===== config.mk =====
export PLATFORM = sky130hd
export DESIGN_NAME = pulse_sched_flat
export DESIGN_NICKNAME = d
export VERILOG_FILES = /design/src/rtl/pulse_sched_if.sv /design/src/rtl/pulse_sched.sv /design/src/flat_wrapper.sv
export SDC_FILE = /design/constraint.sdc
export NUM_CORES = 1
export LEC_CHECK = 0
export CAP_MARGIN = 20
export CORE_ASPECT_RATIO = 0.75
export CORE_UTILIZATION = 30
export CTS_CLUSTER_DIAMETER = 120
export DETAILED_ROUTE_END_ITERATION = 12
export DONT_BUFFER_PORTS = 1
export HOLD_SLACK_MARGIN = 0.12
export MAX_ROUTING_LAYER = met4
export REMOVE_ABC_BUFFERS = 1
export SYNTH_ARGS = -nofsm -noshare
export SYNTH_HDL_FRONTEND = slang
export SYNTH_SLANG_ARGS = --single-unit

===== constraint.sdc =====
create_clock -name clk -period 3.4 [get_ports clk]
set_input_delay 0.17 -clock clk [delete_from_list [all_inputs] [get_ports clk]]
set_output_delay 0.17 -clock clk [all_outputs]
set_load 0.01 [all_outputs]

===== src/rtl/pulse_sched_if.sv =====
// pulse_sched_if: requester/pulser-side signal bundle for the pulser scheduler.
// master drives requests and the pulser error flag; slave is the scheduler.
interface pulse_sched_if #(
    parameter int NUM_REQ = 3
);
    logic [NUM_REQ-1:0] req;
    logic [NUM_REQ-1:0] grant;
    logic [NUM_REQ-1:0] done;
    logic [7:0] burst_len;
    logic [7:0] pulse_count;
    logic abort;
    logic pulser_trig;
    logic pulser_error;
    logic busy;
    modport master (
        output req, burst_len, pulser_error,
        input grant, done, abort, pulser_trig, pulse_count, busy
    );
    modport slave (
        input req, burst_len, pulser_error,
        output grant, done, abort, pulser_trig, pulse_count, busy
    );
endinterface


===== src/rtl/pulse_sched.sv =====
// pulse_sched: round-robin owner of the HV pulser issuing evenly spaced trigger bursts.
// Define PULSE_SCHED_PRIORITY_EN to give requester 0 fixed priority over the rest.
module pulse_sched #(
    parameter int NUM_REQ = 3,
    parameter logic [11:0] PERIOD_CLKS = 12'hA00,
    parameter logic [11:0] TRIG_WIDTH = 12'h4
) (
    input logic clk,
    input logic reset,
    pulse_sched_if.slave bus
);
    localparam int IW = $clog2(NUM_REQ);
    typedef enum logic [1:0] {IDLE, TRIG, SPACE, DONE} state_t;
    state_t state_q;
    logic [NUM_REQ-1:0] grant_q, done_q, rq, rot, win_oh;
    logic [IW-1:0] rr_q, owner_q, win_idx, rr_d;
    logic [11:0] cnt_q;
    logic [7:0] pcnt_q, len_q;
    logic abort_q, trig_q, busy_q, win;
    always_comb begin
`ifdef PULSE_SCHED_PRIORITY_EN
        rq = bus.req & ~NUM_REQ'(1);
`else
        rq = bus.req;
`endif
        rot = NUM_REQ'({rq, rq} >> rr_q);
        win = 1'b0;
        win_idx = '0;
        // descending scan so the requester nearest the pointer overrides
        for (int k = NUM_REQ - 1; k >= 0; k--) begin
            if (rot[k]) begin
                win = 1'b1;
                win_idx = IW'((int'(rr_q) + k) % NUM_REQ);
            end
        end
`ifdef PULSE_SCHED_PRIORITY_EN
        if (bus.req[0]) begin
            win = 1'b1;
            win_idx = '0;
        end
        rr_d = (owner_q == IW'(NUM_REQ - 1)) ? IW'(1) : owner_q + 1'b1;
`else
        rr_d = (owner_q == IW'(NUM_REQ - 1)) ? '0 : owner_q + 1'b1;
`endif
        win_oh = NUM_REQ'(1) << win_idx;
    end
    always_ff @(posedge clk or posedge reset) begin
        if (reset) begin
            state_q <= IDLE;
            grant_q <= '0;
            done_q <= '0;
            abort_q <= 1'b0;
            trig_q <= 1'b0;
            busy_q <= 1'b0;
            pcnt_q <= '0;
            len_q <= '0;
            cnt_q <= '0;
            rr_q <= '0;
            owner_q <= '0;
        end else begin
            done_q <= '0;
            abort_q <= 1'b0;
            if (state_q == TRIG && cnt_q == '0) pcnt_q <= pcnt_q + 8'd1;
            case (state_q)
                IDLE: if (win && !bus.pulser_error) begin
                    grant_q <= win_oh;
                    owner_q <= win_idx;
                    len_q <= bus.burst_len;
                    pcnt_q <= '0;
                    cnt_q <= '0;
                    busy_q <= 1'b1;
                    trig_q <= bus.burst_len != 8'd0;
                    done_q <= (bus.burst_len == 8'd0) ? win_oh : '0;
                    state_q <= (bus.burst_len == 8'd0) ? DONE : TRIG;
                end
                TRIG, SPACE: if (bus.pulser_error) begin
                    trig_q <= 1'b0;
                    abort_q <= 1'b1;
                    done_q <= grant_q;
                    state_q <= DONE;
                end else if (state_q == TRIG) begin
                    cnt_q <= cnt_q + 12'd1;
                    trig_q <= (cnt_q + 12'd1) < TRIG_WIDTH;
                    if (cnt_q == TRIG_WIDTH - 12'd1) state_q <= SPACE;
                end else if (cnt_q == PERIOD_CLKS - 12'd1) begin
                    if (pcnt_q == len_q) begin
                        done_q <= grant_q;
                        state_q <= DONE;
                    end else begin
                        cnt_q <= '0;
                        trig_q <= 1'b1;
                        state_q <= TRIG;
                    end
                end else begin
                    cnt_q <= cnt_q + 12'd1;
                end
                DONE: begin
                    grant_q <= '0;
                    busy_q <= 1'b0;
                    rr_q <= rr_d;
                    state_q <= IDLE;
                end
                default: state_q <= IDLE;
            endcase
        end
    end
    assign bus.grant = grant_q;
    assign bus.done = done_q;
    assign bus.abort = abort_q;
    assign bus.pulser_trig = trig_q;
    assign bus.pulse_count = pcnt_q;
    assign bus.busy = busy_q;
endmodule


===== src/flat_wrapper.sv =====
// flat-port wrapper written by rule: the top's interface ports become plain ports
module pulse_sched_flat 
#(
    parameter int NUM_REQ = 3,
    parameter logic [11:0] PERIOD_CLKS = 12'hA00,
    parameter logic [11:0] TRIG_WIDTH = 12'h4
)
  (clk, reset, bus_req, bus_burst_len, bus_pulser_error, bus_grant, bus_done, bus_abort, bus_pulser_trig, bus_pulse_count, bus_busy);
  pulse_sched_if #(.NUM_REQ(NUM_REQ)) bus_i ();
  input logic clk;
  input logic reset;
  input wire logic [$bits(bus_i.req)-1:0] bus_req;
  input wire logic [$bits(bus_i.burst_len)-1:0] bus_burst_len;
  input wire logic [$bits(bus_i.pulser_error)-1:0] bus_pulser_error;
  output wire logic [$bits(bus_i.grant)-1:0] bus_grant;
  output wire logic [$bits(bus_i.done)-1:0] bus_done;
  output wire logic [$bits(bus_i.abort)-1:0] bus_abort;
  output wire logic [$bits(bus_i.pulser_trig)-1:0] bus_pulser_trig;
  output wire logic [$bits(bus_i.pulse_count)-1:0] bus_pulse_count;
  output wire logic [$bits(bus_i.busy)-1:0] bus_busy;
  assign bus_i.req = bus_req;
  assign bus_i.burst_len = bus_burst_len;
  assign bus_i.pulser_error = bus_pulser_error;
  assign bus_grant = bus_i.grant;
  assign bus_done = bus_i.done;
  assign bus_abort = bus_i.abort;
  assign bus_pulser_trig = bus_i.pulser_trig;
  assign bus_pulse_count = bus_i.pulse_count;
  assign bus_busy = bus_i.busy;
  pulse_sched #(.NUM_REQ(NUM_REQ), .PERIOD_CLKS(PERIOD_CLKS), .TRIG_WIDTH(TRIG_WIDTH)) u_core (.clk(clk), .reset(reset), .bus(bus_i));
endmodule

==> key figures <==
Place
  • GPL Wtd Cong: 0.853
  • Number of port buffers: 0
  • Dpl ws: roughly 0.9 ns
  • Cell count after placement: 407
  • Detailed Place HPWL: 4900 µm

Critical path
  • Largest delay contributor family on the critical path: simple AND/OR/NAND/NOR gates
  • CP Buf/Inv Count: 0
  • Critical path fanouts, max: 14
  • CP required: 3.59 ns
  • Worst stage delay on the critical path: 0.75 ns
  • CP max stage cell: nor4_1
  • Worst setup path startpoint: u_core.cnt_q[3]$_DFFE_PP0P_
  • Critical Path Start Type: flop
  • Worst path arrival time: 2.78 ns
  • R2r setup slk: 0.81 ns
  • Worst-path cell chain: nand4_1, nor4_1, and4b_1, o2111ai_1, a22oi_1
  • Worst r2r path cells: 5
  • Crit Path Class: reg2reg
  • Crit Reg-Reg Startpoint: u_core.cnt_q[3]$_DFFE_PP0P_
  • CP endpoint kind: flop
  • Worst reg2reg endpoint: u_core.bus.pulser_trig$_DFFE_PP0P_

Power and ir drop
  • Comb pwr share: 44.5%
  • Switch share: a little over two fifths
  • PD cells: 849 nW/µm²
  • Pleak: 1.39 nW
  • Net Switching: 1.14 mW
  • Maximum VDD drop: 0.476 mV
  • Flop pwr share: a little over a third
  • Int Power: 1.53 mW
  • Total power: roughly 2.7 mW
  • Clock power frac: 19.9%

STA
  • Hold Vio Cnt, Final: 0
  • Slew HR: 57.1%
  • Skew final: between 0.009 and 0.01 ns
  • Final Cycle Share: 76.3%
  • Post-layout min period: around 2.6 ns
  • Final slew viol count: 0
  • RSZ-0062 raised after global routing: no
  • Setup tns final: 0 ns
  • Slew @ Worst Pin: 0.644 ns
  • FMAX: 386 MHz
  • Final setup violation count: 0
  • Worst Slack Setup Final: 0.807 ns

Clock network
  • H-Tree Depth: 2
  • Reg clk slew, reported paths: ~0.060 ns
  • Clock Path Buffers: 2
  • # Post-CTS Setup Buffers: 0
  • CTS root buffer: clkbuf_16
  • Clock sink total: 43
  • CTS tree: built
  • Clk Latency, worst-skew pair: 0.28 ns
  • Post_cts resized: 0
  • Total CTS buffers: 5

Detailed routing
  • Drc violations: 0
  • TritonRoute pass-1 iters: 4
  • Uppermost layer routed: met4
  • Wl on met1: 3460 µm
  • Routed Antenna Nets: 0
  • DR iter-0 viols: 244
  • Routed wl met2: 2930 µm
  • Via/cell ratio: around 5.6
  • Drt wl/cell: roughly 16 µm
  • Post-Route WL: roughly 6900 µm
  • Met3 WL post-DR: around 440 µm
  • Vias: 2356

Outcome
  • Status: complete, no violations

Cells and area
  • Antenna diode count: 0
  • Most common cell after layout, fill and taps aside: nand2_1
  • Final nets: 336
  • Post-Layout Cell Count: 424
  • Most frequent cells in the layout: 46 x nand2_1, 43 x dfrtp_1, 18 x nor2_1
  • Area delta synth->final: 12.8%
  • Share of layout cells above drive strength 1: between 7 and 8%

Floorplan
  • Die Area: approximately 9700 µm²
  • Ports: 31
  • Horiz. Die Dim: 113 µm
  • Row count: 30
  • Starting Density: 30.9%
  • Die height: 85.4 µm
  • CORE AREA: 9010 µm²

Synthesis
  • Synth warn: 0
  • Synthesized instance count: 309
  • Most used DFF post-synth: dfrtp_1
  • Library cells used by synthesis: 68
  • Asr flop ratio synth: 100%
  • Sequential share of the synthesized area: 38.7%
  • #FFs+latches synth: between 40 and 50
  • Post-synth EDFFs: 0
  • Mapped Area: roughly 2800 µm²
  • Syn avg cell area: around 9 µm²

Min path
  • Hold depth: 3
  • Worst hold endpoint: u_core.bus.pulser_trig$_DFFE_PP0P_
  • Worst Hold Class: in2reg
  • Origin of the worst min-delay path: bus_pulser_error

Flow run
  • MaxCap Viol Count: 0

Global route
  • Antenna violations before repair: 0
  • Largest net degree at the start of global routing: between 40 and 50
  • Vias in the first global route: approximately 2300
  • GRT Util Overall: 15.5%
  • GR Overflow Total: 0
  • First-pass GRT wire length: around 12000 µm
[metal layers]
layer,vias to the layer above,GRT usage [%]
li1,1141,-
met1,1132,21.9
met2,78,22.6
met3,5,3.93
met4,0,2.27
met5,-,-
[through the flow]
| step | hold slack, ns | instance area (µm²) | utilization [%] |
|---|---|---|---|
| 2_1_floorplan | 0.275 | 2720 | - |
| 5_1_grt | 0.174 | 3140 | 34.8 |
| 3_5_place_dp | 0.236 | 2880 | 32.0 |
| 6_report | 0.171 | 3140 | 34.8 |
| 3_3_place_gp | 0.230 | 2870 | 31.9 |
| 4_1_cts | 0.161 | 3140 | 34.8 |
[area by class of cell]
cell class                      count  area (µm²)
Multi-Input combinational cell    234        1580
Clock inverter                      1        30.0
Clock buffer                        6         129
Tap cell                          112         140
Fill cell                         944        5870
Timing Repair Buffer               13         123
Sequential cell                    43        1080
Inverter                           15        56.3
[worst max path at each step]
| stage | end | slack, ns | cells after the start |
|---|---|---|---|
| floorplan | u_core.state_q[0]$_DFFE_PP0P_ | 1.14 | 6 |
| finish | u_core.bus.pulser_trig$_DFFE_PP0P_ | 0.81 | 5 |
| global route | u_core.cnt_q[3]$_DFFE_PP0P_ | 0.59 | 5 |
| detailed placement | u_core.state_q[0]$_DFFE_PP0P_ | 0.88 | 6 |
| global placement | u_core.cnt_q[0]$_DFFE_PP0P_ | 0.66 | 7 |
| CTS | u_core.bus.pulser_trig$_DFFE_PP0P_ | 0.84 | 5 |
[flip-flops by register name, summed over array words and instances, names as in the netlist]
| signal | flops |
|---|---|
| u_core.bus.abort | 1 |
| u_core.bus.busy | 1 |
| u_core.bus.done | 3 |
| u_core.bus.grant | 3 |
| u_core.bus.pulse_count | 8 |
| u_core.bus.pulser_trig | 1 |
| u_core.cnt_q | 12 |
| u_core.len_q | 8 |
| u_core.owner_q | 2 |
| u_core.rr_q | 2 |
| u_core.state_q | 2 |
[cell usage after synthesis, drive strengths merged, types with 3 or more instances]
library cell,number,share of area (%)
and3,3,0.67
dfrtp,43,39
buf,4,0.63
o21ai,11,2.0
a21o,7,1.9
o22ai,3,0.90
nand3,9,1.8
nor4,14,4.1
inv,14,1.9
nor3,13,2.3
nand4,9,2.2
xor2,13,4.1
nor3b,4,1.1
clkbuf,13,1.8
and2,3,0.76
mux2,4,1.6
mux2i,4,1.4
or3,4,0.90
nor2b,3,0.67
a21oi,7,1.4
nand2,46,6.2
a22o,4,1.3
o211ai,5,1.3
ha,10,4.5
nor2,18,2.4
[repair_timing]
action | in CTS | in global routing
setup endpoints to repair | 0 | 0
hold buffers | 10 | 0
hold endpoints to repair | 52 | 0
[tightest hold or removal path: stages]
cell       delay, ns
nor2_1          0.04
o2111ai_1       0.10
a22oi_1         0.08
[logic make-up after synthesis]
family | count (synthesis) | share of synthesized area [%]
adder cells (fa/ha/maj) | 10 | 4.50
multiplexers | 8 | 3.06
flip-flops | 43 | 38.7
buffers and inverters | 32 | 4.41
AND/OR/NAND/NOR | 139 | 27.5
XOR/XNOR | 14 | 4.41
AO/OA/AOI/OAI | 63 | 17.5
[power groups by stage]
stage | Combinational (mW) | Clock [mW] | Sequential [mW]
6_report | 1.19 | 0.530 | 0.948
5_1_grt | 1.33 | 0.563 | 0.974
4_1_cts | 1.18 | 0.539 | 0.948
3_5_place_dp | 1.16 | 0 | 0.956
3_3_place_gp | 1.13 | 0 | 0.949
2_1_floorplan | 0.914 | 0 | 0.882
No activity file was read; power rests on OpenSTA's default activity.
